`src/rtl/counter_seq_ctrl_if.sv`:
```
// Command and completion channels of the counter sequencer.
// The master offers commands, the abort pulse and done_ready.
interface counter_seq_ctrl_if #(
   parameter int STEP_W = 8
);
   logic              cmd_valid;
   logic              cmd_ready;
   logic              cmd_dir;
   logic [STEP_W-1:0] cmd_steps;
   logic              cmd_stop_on_ovf;
   logic              abort;
   logic              done_valid;
   logic              done_ready;
   logic [1:0]        done_status;
   logic [STEP_W-1:0] done_count;

   modport master (
      output cmd_valid, cmd_dir, cmd_steps, cmd_stop_on_ovf, abort, done_ready,
      input  cmd_ready, done_valid, done_status, done_count
   );

   modport slave (
      input  cmd_valid, cmd_dir, cmd_steps, cmd_stop_on_ovf, abort, done_ready,
      output cmd_ready, done_valid, done_status, done_count
   );
endinterface

```
`src/rtl/counter_seq_ctrl.sv`:
```
// Sequencer that turns "count N steps" commands into en/up_down pulses for the
// up/down counter and reports a completion record with status and pulse count.
module counter_seq_ctrl #(
   parameter int CNT_W  = 4,
   parameter int STEP_W = 8
) (
   input  logic               clk,
   input  logic               rst,
   counter_seq_ctrl_if.slave  bus,
   output logic               en,
   output logic               up_down,
   input  logic [CNT_W-1:0]   cnt_i,
   input  logic               overflow_i,
   output logic               busy
);
   typedef enum logic [1:0] {
      S_IDLE,
      S_RUN,
      S_DRAIN,
      S_RESP
   } state_t;

   localparam logic [1:0] ST_OK       = 2'b00;
   localparam logic [1:0] ST_OVF_STOP = 2'b10;
   localparam logic [1:0] ST_ABORTED  = 2'b11;

   state_t            state_q;
   logic              en_q;
   logic              up_down_q;
   logic              done_valid_q;
   logic [1:0]        done_status_q;
   logic [STEP_W-1:0] done_count_q;
   logic [STEP_W-1:0] steps_q;
   logic [STEP_W-1:0] issued_q;
   logic [STEP_W-1:0] issued_d;
   logic              stop_q;
   logic              ovf_seen_q;
   logic              ovf_seen_d;
   // term_q holds the early-exit status code; ST_OK means the run ended normally.
   logic [1:0]        term_q;
   logic [1:0]        status_d;

   // cnt_i is observation-only; the sequencer never steers on the count value.
   logic              unused_cnt;
   assign unused_cnt = ^cnt_i;

   assign issued_d   = issued_q + 1'b1;
   assign ovf_seen_d = ovf_seen_q | overflow_i;
   assign status_d   = (term_q != ST_OK) ? term_q : {1'b0, ovf_seen_d};

   always_ff @(posedge clk) begin
      if (rst) begin
         state_q       <= S_IDLE;
         en_q          <= 1'b0;
         up_down_q     <= 1'b0;
         done_valid_q  <= 1'b0;
         done_status_q <= ST_OK;
         done_count_q  <= '0;
         steps_q       <= '0;
         issued_q      <= '0;
         stop_q        <= 1'b0;
         ovf_seen_q    <= 1'b0;
         term_q        <= ST_OK;
      end else begin
         case (state_q)
            S_IDLE: begin
               if (bus.cmd_valid) begin
                  steps_q    <= bus.cmd_steps;
                  stop_q     <= bus.cmd_stop_on_ovf;
                  ovf_seen_q <= 1'b0;
                  term_q     <= ST_OK;
                  if (bus.cmd_steps == '0) begin
                     state_q       <= S_RESP;
                     issued_q      <= '0;
                     done_valid_q  <= 1'b1;
                     done_status_q <= ST_OK;
                     done_count_q  <= '0;
                  end else begin
                     // issued_q counts the pulse being driven in the current cycle
                     state_q   <= S_RUN;
                     issued_q  <= {{(STEP_W-1){1'b0}}, 1'b1};
                     en_q      <= 1'b1;
                     up_down_q <= bus.cmd_dir;
                  end
               end
            end
            S_RUN: begin
               ovf_seen_q <= ovf_seen_d;
               if (bus.abort) begin
                  en_q    <= 1'b0;
                  term_q  <= ST_ABORTED;
                  state_q <= S_DRAIN;
               end else if (overflow_i && stop_q) begin
                  en_q    <= 1'b0;
                  term_q  <= ST_OVF_STOP;
                  state_q <= S_DRAIN;
               end else if (issued_q == steps_q) begin
                  en_q    <= 1'b0;
                  state_q <= S_DRAIN;
               end else begin
                  issued_q <= issued_d;
               end
            end
            S_DRAIN: begin
               // the overflow of the final pulse lands here and still counts
               ovf_seen_q    <= ovf_seen_d;
               done_valid_q  <= 1'b1;
               done_status_q <= status_d;
               done_count_q  <= issued_q;
               state_q       <= S_RESP;
            end
            S_RESP: begin
               if (bus.done_ready) begin
                  done_valid_q <= 1'b0;
                  state_q      <= S_IDLE;
               end
            end
            default: state_q <= S_IDLE;
         endcase
      end
   end

   assign bus.cmd_ready   = (state_q == S_IDLE) && !rst;
   assign bus.done_valid  = done_valid_q;
   assign bus.done_status = done_status_q;
   assign bus.done_count  = done_count_q;
   assign en              = en_q;
   assign up_down         = up_down_q;
   assign busy            = (state_q != S_IDLE);
endmodule

```
`src/flat_wrapper.sv`:
```
// flat-port wrapper written by rule: the top's interface ports become plain ports
module counter_seq_ctrl_flat 
#(
   parameter int CNT_W  = 4,
   parameter int STEP_W = 8
)
  (clk, rst, en, up_down, cnt_i, overflow_i, busy, bus_cmd_valid, bus_cmd_dir, bus_cmd_steps, bus_cmd_stop_on_ovf, bus_abort, bus_done_ready, bus_cmd_ready, bus_done_valid, bus_done_status, bus_done_count);
  counter_seq_ctrl_if #(.STEP_W(STEP_W)) bus_i ();
  input  logic clk;
  input  logic rst;
  output logic en;
  output logic up_down;
  input  logic [CNT_W-1:0] cnt_i;
  input  logic overflow_i;
  output logic busy;
  input wire logic [$bits(bus_i.cmd_valid)-1:0] bus_cmd_valid;
  input wire logic [$bits(bus_i.cmd_dir)-1:0] bus_cmd_dir;
  input wire logic [$bits(bus_i.cmd_steps)-1:0] bus_cmd_steps;
  input wire logic [$bits(bus_i.cmd_stop_on_ovf)-1:0] bus_cmd_stop_on_ovf;
  input wire logic [$bits(bus_i.abort)-1:0] bus_abort;
  input wire logic [$bits(bus_i.done_ready)-1:0] bus_done_ready;
  output wire logic [$bits(bus_i.cmd_ready)-1:0] bus_cmd_ready;
  output wire logic [$bits(bus_i.done_valid)-1:0] bus_done_valid;
  output wire logic [$bits(bus_i.done_status)-1:0] bus_done_status;
  output wire logic [$bits(bus_i.done_count)-1:0] bus_done_count;
  assign bus_i.cmd_valid = bus_cmd_valid;
  assign bus_i.cmd_dir = bus_cmd_dir;
  assign bus_i.cmd_steps = bus_cmd_steps;
  assign bus_i.cmd_stop_on_ovf = bus_cmd_stop_on_ovf;
  assign bus_i.abort = bus_abort;
  assign bus_i.done_ready = bus_done_ready;
  assign bus_cmd_ready = bus_i.cmd_ready;
  assign bus_done_valid = bus_i.done_valid;
  assign bus_done_status = bus_i.done_status;
  assign bus_done_count = bus_i.done_count;
  counter_seq_ctrl #(.CNT_W(CNT_W), .STEP_W(STEP_W)) u_core (.clk(clk), .rst(rst), .bus(bus_i), .en(en), .up_down(up_down), .cnt_i(cnt_i), .overflow_i(overflow_i), .busy(busy));
endmodule
```
`config.mk`:
```
export PLATFORM = sky130hd
export DESIGN_NAME = counter_seq_ctrl_flat
export DESIGN_NICKNAME = d
export VERILOG_FILES = /design/src/rtl/counter_seq_ctrl_if.sv /design/src/rtl/counter_seq_ctrl.sv /design/src/flat_wrapper.sv
export SDC_FILE = /design/constraint.sdc
export NUM_CORES = 1
export LEC_CHECK = 0
export ABC_AREA = 1
export BUFFER_PORTS_ARGS = -buffer_cell sky130_fd_sc_hd__buf_2
export CAP_MARGIN = 25
export CORE_ASPECT_RATIO = 1.25
export CORE_MARGIN = 5
export CORE_UTILIZATION = 42
export DETAILED_ROUTE_END_ITERATION = 10
export GPL_TIMING_DRIVEN = 0
export PLACE_DENSITY_LB_ADDON = 0.15
export SYNTH_ARGS = -nofsm -noshare
export SYNTH_HDL_FRONTEND = slang
export SYNTH_SLANG_ARGS = --single-unit
```
`constraint.sdc`:
```
create_clock -name clk -period 5.25 [get_ports clk]
set_clock_uncertainty 0.15 [all_clocks]
set_input_delay 0.2625 -clock clk [delete_from_list [all_inputs] [get_ports clk]]
set_output_delay 0.2625 -clock clk [all_outputs]
set_load 0.03 [all_outputs]
```
---- Word-level counts from Yosys, hierarchy flattened ----
Cells that the tools add are included.
cells by class
  add/subtract/negate cells ............... 1
  equality and inequality tests ........... 13
  mux-type cells .......................... 36
  bitwise logic cells ..................... 2
  reduce and logical (&&, ||, !) cells .... 21
operator list
  cell                                                   count
  two-way mux 8 bit                                      6
  one-hot mux 8 bit (2 select lines)                     2
  two-way mux 2 bit                                      12
  inequality test 2 bit, second input constant           6
  AND reduction 3 bit                                    4
  two-way mux 1 bit                                      10
  nonzero test 2 bit                                     5
  adder 8 x 1 -> 8 bit, second input constant            1
  equality test 8 bit                                    1
  logical NOT 8 bit                                      1
  one-hot mux 2 bit (2 select lines)                     2
  one-hot mux 2 bit (4 select lines)                     1
  AND reduction 4 bit                                    2
  AND reduction 5 bit                                    1
  equality test 2 bit, second input constant             2
  inequality test 4 x 2 -> 1 bit, second input constant  1
  one-hot mux 1 bit (2 select lines)                     2
  AND reduction 2 bit                                    2
  inequality test 3 x 2 -> 1 bit, second input constant  1
  one-hot mux 1 bit (3 select lines)                     1
  nonzero test 3 bit                                     1
  equality test 2 x 1 -> 1 bit, second input constant    1
  logical AND 1 bit                                      2
  logical NOT 2 bit                                      1
  5 further kinds                                        5
word-level totals
  flip-flop bits (word level) ............. 35
  logic and storage cells ................. 84

---- Longest topological paths before layout ----
Gate-level depths: netlist (run 1).
  depth in word-level cells ............... 5
  gate-level depth with buffers ........... 10

---- Worst setup path after synthesis (run 1) ----
OpenSTA, ideal clock, no wires.
  path kind ............................... register to register
  start ................................... register u_core.state_q[0]
  end ..................................... register u_core.issued_q[2]
  library setup time ...................... 0.112 ns
  arrival time ............................ 1.534 ns
  data required time ...................... 4.988 ns
  slack ................................... 3.453 ns
  cell stages (with the launch flop) ...... 9
  path buffers ............................ 0
  clock period less this slack ............ 1.797 ns
  path through ............................ dfxtp_1 -> inv_1 -> ha_1 -> inv_2 -> nand2_1 -> a21oi_4 -> nand3_4 -> nor2b_1 -> nor2_1
between the ends
  word-level cells in the longest chain between the ends .. 3
  elaborated cells on any way between the ends .. 9
ends and longest elaborated chain
  item                                                                   line                     source
  from (decl)                                                            counter_seq_ctrl.sv:27   state_t state_q;
  from (signal assigned)                                                 counter_seq_ctrl.sv:53   state_q <= S_IDLE;
  from (signal assigned)                                                 counter_seq_ctrl.sv:73   state_q <= S_RESP;
  from (signal assigned)                                                 counter_seq_ctrl.sv:80   state_q <= S_RUN;
  equality test 2 x 1 -> 1 bit or logical NOT 2 bit (tied branches)      counter_seq_ctrl.sv:65   case (state_q)
  inequality test 2 bit (no line) or nonzero test 2 bit (tied branches)  --
  AND reduction 5 bit (no line)                                          --
  to (signal assigned)                                                   counter_seq_ctrl.sv:81   issued_q <= {{(STEP_W-1){1'b0}}, 1'b1};
  to (signal assigned)                                                   counter_seq_ctrl.sv:101  issued_q <= issued_d;
  to (decl)                                                              counter_seq_ctrl.sv:34   logic [STEP_W-1:0] issued_q;
Several ways; a longest one is shown, not always the timed one.
A chain may end at the register's enable or synchronous reset.

---- Worst setup path after layout (run 1) ----
Same ends and word-level chain as after synthesis.

==> results.ini, run 1 <==
[outcome]
outcome = finished, final reports clean

[power_and_ir_drop]
clkPwrFrac = 0.315
vdd_drop_max_mv = 0.250
switching_share = 0.335
power.switching_w = 0.000264
leakage_nw = 1.03
p_per_area_nw_per_um2 = 353
p_seq_frac = 0.402
combPwrFrac = 0.283
internal_power_w = 0.000526

[cells_and_area]
drive_above_1_share = 0.187
layout.nets = 339
regArea_sq_um = 701
areaGrowthSynthToFinish_pct = 17.9
postLayoutCoreUtil = 0.510
fin_cells = 373
antenna_cells = 0
nFillCells = 462
multi_input_area_sq_um = 1010

[place]
hpwl_mm = 3.39
port_buffers = 30
place_ws_ps = 3360
place_inst = 365
gp_congestion = 0.847

[synth]
ys_seq_area_frac = 0.369
synth_seq_cells = 35
synthesis.nets = 302
synthCells = 277
synth.avg_cell_area_sq_um = 6.85
synth_top_area_cell = dfxtp_1
synthesis.area_sq_um = 1900
synth_area_leaders = dfxtp_1 (37%), nand2_1 (15%), a21oi_1 (6.9%)
synth_cell_types = 31
synth.top_cell.area_share = 0.369
yosysWarningCount = 0

[grt]
grt_pass1_vias = 1731
track_usage = 0.159
grt_max_degree = 12
grt_pass1_wl_mm = 7.78
grt-ovfl-total = 0
antenna_found_initial = 0

[worst_setup_path]
reg2reg_depth = 9
rrSetupSlack_ps = 3340
end_kind = flip-flop
cp.buffers_inverters = 2
worstSetupPathType = flip-flop to flip-flop
cp.depth = 9
critPathLaunchType = flip-flop
crit_fanout = 9
cp.arrival_ps = 1990
reg2reg_to = u_core.issued_q[2]$_SDFFE_PP0P_
crit-reg2reg-launch = u_core.state_q[0]$_SDFFE_PP0P_
cpPeakStageDelay_ps = 380
cp_top_family = simple AND/OR/NAND/NOR gates
cp_data_required_time_ps = 5330
worstPathCellList = inv_1 -> ha_1 -> inv_2 -> nand2_1 -> a21oi_4 -> nand3_4 -> nand2_1 -> nand2_1 -> nor2_1
crit_slowest_cell = dfxtp_1
cpMostUsedCell = nand2_1

[die]
die_area_sq_um = 5970
row_count = 27
ios = 35
die_w_um = 70.1
die_height_um = 85.2
core_area_sq_um = 4390
initial_core_util = 0.432

[min_path]
holdPathEnd = u_core.stop_q$_SDFFE_PP0P_
hold_path_depth = 3
min_from = bus_cmd_stop_on_ovf
hold_class = input port to flip-flop

[detailed_routing]
ant_nets = 0
vias = 1819
drtPass1Iterations = 4
via_per_inst = 4.88
wl_mm = 4.45
drt_iter0_drc = 101
wire_per_inst_um = 11.9
drc_errors = 0

[cts]
numCtsBuffers = 5
cts_tree = yes
cts_resized = 0
post_cts.repair.setup_buffers = 0
cts.clk_slew.worst_paths_ps = 70
clock-sinks = 35
clock_path_buffers = 2
h-tree-depth = 2
postCtsHoldBufs = 0
cts_root_buf = clkbuf_8
insertion_delay_ps = 280

[timing]
finalCriticalPeriod_ps = 1910
finalCritPeriodShare = 0.365
fin_hold_ws_ps = 77.1
relSlewSlack = 0.661
maxSlewViolCount = 0
rsz0062_at_grt = false
finalWorstSetupSlack_ps = 3340
max_freq_mhz = 522
hold_viol_final = 0
worst_slew_pin_slew_ps = 508
finalSetupViolCount = 0
finalSetupTns_ps = 0

[run]
cap_violations = 0

-- synth_stat cells --
cell / instances
nand2_1: 74
dfxtp_1: 35
nor2_1: 34
inv_1: 30
a21oi_1: 26
nand3_1: 20
o21ai_0: 11
nand4_1: 8
ha_1: 5
buf_6: 3
clkbuf_1: 3
nand2_2: 3
xnor2_1: 3
buf_2: 2
nand3_4: 2
nor3_1: 2
o21ai_2: 2
a211oi_1: 1
a21oi_4: 1
buf_4: 1
clkinv_2: 1
inv_2: 1
nand3b_1: 1
nor2_2: 1
nor2_4: 1
nor2b_1: 1
nor3_2: 1
nor3b_1: 1
o21ai_1: 1
or2_4: 1
xnor2_2: 1
-- power by group through the flow --
stage	combinational, W	sequential, W	clock, W
6_report	0.000223	0.000317	0.000249
5_1_grt	0.000253	0.000322	0.000270
4_1_cts	0.000225	0.000317	0.000257
3_5_place_dp	0.000223	0.000324	0
3_3_place_gp	0.000222	0.000323	0
2_1_floorplan	0.000172	0.000321	0
-- cells by family (layout without fill, tap and decap cells) --
| logic type | Yosys count | count (layout) | share of synthesized area |
|---|---|---|---|
| AO/OA/AOI/OAI | 42 | 42 | 0.122 |
| XOR/XNOR | 4 | 4 | 0.0224 |
| AND/OR/NAND/NOR | 150 | 150 | 0.357 |
| adder cells (fa/ha/maj) | 5 | 5 | 0.0330 |
| flip-flops | 35 | 35 | 0.369 |
| buffers and inverters | 41 | 79 | 0.0969 |
-- final cells by class --
class,instances,share of cell area
Buffer,9,0.0279
Clock buffer,6,0.0369
Clock inverter,2,0.0157
Inverter,32,0.0542
Multi-Input combinational cell,201,0.453
Sequential cell,35,0.313
Tap cell,58,0.0324
Timing Repair Buffer,30,0.0671
-- stage by stage --
step | total power (W) | area (sq um)
floorplan | 0.000492 | 1900
global placement | 0.000545 | 2120
detailed placement | 0.000547 | 2120
CTS | 0.000799 | 2240
global route | 0.000845 | 2240
finish | 0.000790 | 2240
-- how the worst max path moves through the flow --
| stage | from | endpoint | slack, ps |
|---|---|---|---|
| floorplan | u_core.state_q[0]$_SDFFE_PP0P_ | u_core.issued_q[2]$_SDFFE_PP0P_ | 3450 |
| CTS | u_core.state_q[0]$_SDFFE_PP0P_ | u_core.issued_q[2]$_SDFFE_PP0P_ | 3350 |
| finish | u_core.state_q[0]$_SDFFE_PP0P_ | u_core.issued_q[2]$_SDFFE_PP0P_ | 3340 |
| global route | u_core.state_q[0]$_SDFFE_PP0P_ | u_core.issued_q[1]$_SDFFE_PP0P_ | 3200 |
| global placement | u_core.state_q[0]$_SDFFE_PP0P_ | u_core.issued_q[2]$_SDFFE_PP0P_ | 3370 |
| detailed placement | u_core.state_q[0]$_SDFFE_PP0P_ | u_core.issued_q[2]$_SDFFE_PP0P_ | 3360 |
-- state kept, by name, summed over array words and instances (netlist names) --
name	count
u_core.issued_q	8
u_core.state_q	2
u_core.bus.done_count	8
u_core.steps_q	8
u_core.ovf_seen_q	1
u_core.stop_q	1
u_core.bus.done_status	2
u_core.up_down	1
u_core.term_q	2
u_core.bus.done_valid	1
u_core.en	1
-- cells in the final DEF, fill, tap and decap left out, types with 2 or more instances in the layout --
cell type	instances
nand2_1	74
dfxtp_1	35
nor2_1	34
buf_2	32
inv_1	30
a21oi_1	26
nand3_1	20
o21ai_0	11
nand4_1	8
clkbuf_8	6
ha_1	5
clkbuf_1	3
nand2_2	3
buf_6	3
xnor2_1	3
o21ai_2	2
clkinv_2	2
nand3_4	2
nor3_1	2
-- routing by layer --
layer  track usage  vias to the layer above  wire length, um
met5             0                        -                0
met4        0.0610                        0              102
met3        0.0296                       10              155
met2         0.280                       38             2220
met1         0.190                      811             1970
li1              -                      960                -
-- worst reg2reg max path: stages, from the launching register on --
cell     delay (ps)
dfxtp_1         380
inv_1            80
ha_1            270
inv_2           140
nand2_1         130
a21oi_4         300
nand3_4         170
nand2_1         100
nand2_1          50
nor2_1           90
Note: power is estimated with default switching activity, not from simulation.
==> run 2, diff against run 1 <==
--- a/config.mk
+++ b/config.mk
@@ -5,7 +5,7 @@
 export SDC_FILE = /design/constraint.sdc
 export NUM_CORES = 1
 export LEC_CHECK = 0
-export ABC_AREA = 1
+export ABC_AREA = 0
 export BUFFER_PORTS_ARGS = -buffer_cell sky130_fd_sc_hd__buf_2
 export CAP_MARGIN = 25
 export CORE_ASPECT_RATIO = 1.25
==> constraint.sdc (replaced) <==
create_clock -name clk -period 2 [get_ports clk]
set_clock_uncertainty 0.15 [all_clocks]
set_input_delay 0.1 -clock clk [delete_from_list [all_inputs] [get_ports clk]]
set_output_delay 0.1 -clock clk [all_outputs]
set_load 0.03 [all_outputs]
==> results.ini, run 2 <==
[power_and_ir_drop]
switching_share = 0.410
combPwrFrac = 0.463
power.switching_w = 0.00118
power.total_w = 0.00289
clkPwrFrac = 0.229
leakage_nw = 0.908
vdd_drop_max_mv = 0.833
p_per_area_nw_per_um2 = 1200
p_seq_frac = 0.309
internal_power_w = 0.00170

[worst_setup_path]
cp.arrival_ps = 1930
reg2reg_to = u_core.issued_q[0]$_SDFFE_PP0P_
crit-reg2reg-launch = u_core.state_q[0]$_SDFFE_PP0P_
critPathLaunchType = flip-flop
rrSetupSlack_ps = 110
cpPeakStageDelay_ps = 470
end_kind = flip-flop
cp_data_required_time_ps = 2040
worstPathCellList = inv_2 -> ha_4 -> nand2b_4 -> a21boi_4 -> o21ai_4 -> or4b_1 -> o311ai_1
reg2reg_depth = 7
crit_fanout = 8
endpoint = u_core.issued_q[0]$_SDFFE_PP0P_
crit_slowest_cell = or4b_1
worstSetupPathType = flip-flop to flip-flop
critPathLaunch = u_core.state_q[0]$_SDFFE_PP0P_

[die]
initial_core_util = 0.440
die_height_um = 83.8
row_count = 26
die_w_um = 69.1
core_area_sq_um = 4160
die_area_sq_um = 5790
ios = 35

[cts]
insertion_delay_ps = 290
cts_root_buf = clkbuf_8
numCtsBuffers = 5
h-tree-depth = 2
clock_path_buffers = 2
cts_tree = yes
cts.clk_slew.worst_paths_ps = 80
clock-sinks = 35

[synth]
post-synth-top-count-cell = nand2_1
synthesis.area_sq_um = 1830
synth_area_leaders = dfxtp_1 (38%), nand2_1 (8.0%), a21oi_1 (7.1%)
synthArstFlopShare = 0
synthesis.nets = 245
ys.flop_type = dfxtp_1
yosysWarningCount = 0
synthCells = 220
synth_edf_count = 0
synth.top_cell.area_share = 0.383
synth.avg_cell_area_sq_um = 8.32
synth_seq_cells = 35
synth_cell_types = 41
ys_seq_area_frac = 0.383
synthTopCellsByCount = nand2_1 (39), dfxtp_1 (35), a21oi_1 (26), nand3_1 (12)
synth_top_area_cell = dfxtp_1

[detailed_routing]
wire_per_inst_um = 14.9
wl_mm = 4.92
ant_nets = 0
drt_iter0_drc = 150
drtPass1Iterations = 4
via_per_inst = 5.53
drc_errors = 0
vias = 1825

[min_path]
min_from = bus_cmd_valid
hold_class = input port to flip-flop

[cells_and_area]
mostFrequentLayoutCells = nand2_1 (37), buf_2 (33), dfxtp_1 (32)
areaGrowthSynthToFinish_pct = 31.9
layout.nets = 298
drive_above_1_share = 0.274
fin_area_sq_um = 2410
antenna_cells = 0
nFillCells = 416
mostFrequentLayoutCell = nand2_1
postLayoutCoreUtil = 0.580

[timing]
worst_slew_pin_slew_ps = 518
finalCritPeriodShare = 0.943
rsz0062_at_grt = false
relSlewSlack = 0.655
maxSlewViolCount = 0
hold_viol_final = 0
finalCriticalPeriod_ps = 1890
finalSetupTns_ps = 0
finalSetupViolCount = 0
max_freq_mhz = 530

[grt]
grt_pass1_vias = 1803
antenna_found_initial = 0
grt-ovfl-total = 0
track_usage = 0.176
grt_pass1_wl_mm = 8.31
grt_max_degree = 12

[place]
port_buffers = 30
hpwl_mm = 3.35
gp_congestion = 0.889
placed_area_sq_um = 2050

[outcome]
outcome = finished, final reports clean

[run]
cap_violations = 0

==> run 2: per-stage QoR <==
stage,worst slack [ps],hold WS [ps],std cells
final,114,57.9,330
after global routing,8.67,73.3,330
after CTS,9.26,22.0,329
after detailed placement,-227,193,306
after global placement,-256,186,306
after floorplan,10.3,86.0,220
==> run 2: layout make-up <==
type,instances,area (sq um),area share
plain buffers,13,60.1,0.0249
clock buffers,6,82.6,0.0342
clock inverters,2,35.0,0.0145
inverters,6,22.5,0.00933
multi-input cells,165,1130,0.470
flip-flops and latches,35,704,0.292
well taps,56,70.1,0.0290
repair buffers,47,305,0.126
==> run 2: logic make-up (layout without fill, tap and decap cells) <==
logic type               after synthesis  in the layout  share of synthesized area
AND/OR/NAND/NOR                       94             94                      0.262
flip-flops                            35             35                      0.383
XOR/XNOR                               8              8                     0.0383
adder cells (fa/ha/maj)                5              5                     0.0342
AO/OA/AOI/OAI                         55             55                      0.217
buffers and inverters                 20             74                     0.0492
multiplexers                           3              3                     0.0171
==> run 2: worst min path at each step <==
| stage | end | slack [ps] | cells past startpoint |
|---|---|---|---|
| 2_1_floorplan | u_core.steps_q[0]$_SDFFE_PP0P_ | 90 | 2 |
| 3_3_place_gp | u_core.up_down$_SDFFE_PP0P_ | 190 | 3 |
| 3_5_place_dp | u_core.up_down$_SDFFE_PP0P_ | 190 | 3 |
| 4_1_cts | u_core.en$_SDFFE_PP0P_ | 20 | 4 |
| 5_1_grt | u_core.en$_SDFFE_PP0P_ | 70 | 4 |
| 6_report | u_core.en$_SDFFE_PP0P_ | 60 | 4 |
==> run 2: repair_timing <==
action	4_1_cts	5_1_grt
pin swaps	5	4
endpoints found under the setup margin	21	21
hold buffers	11	0
setup buffers	5	1
resized for setup	9	15
hold endpoints to repair	11	0
==> run 2: power by group through the flow <==
stage	Combinational [W]	Clock [W]	Sequential (W)
2_1_floorplan	0.000829	0	0.000917
3_3_place_gp	0.00110	0	0.000907
3_5_place_dp	0.00110	0	0.000906
4_1_cts	0.00124	0.000675	0.000882
5_1_grt	0.00147	0.000719	0.000907
6_report	0.00134	0.000660	0.000891
==> run 2: layer usage <==
| layer | GRT usage | share of wire | vias to the layer above |
|---|---|---|---|
| li1 | - | - | 904 |
| met1 | 0.204 | 0.42 | 857 |
| met2 | 0.295 | 0.51 | 54 |
| met3 | 0.0410 | 0.044 | 10 |
| met4 | 0.101 | 0.028 | 0 |
| met5 | 0 | 0 | - |
==> run 2: worst max-delay path: cells and delay by family (launching register included) <==
family                     cells  cell delay [ps]
DFF                            1              360
buffers and inverters          1               60
AOI/OAI and AO/OA              3              410
adders and majority gates      1              190
and+or+nand+nor                2              620
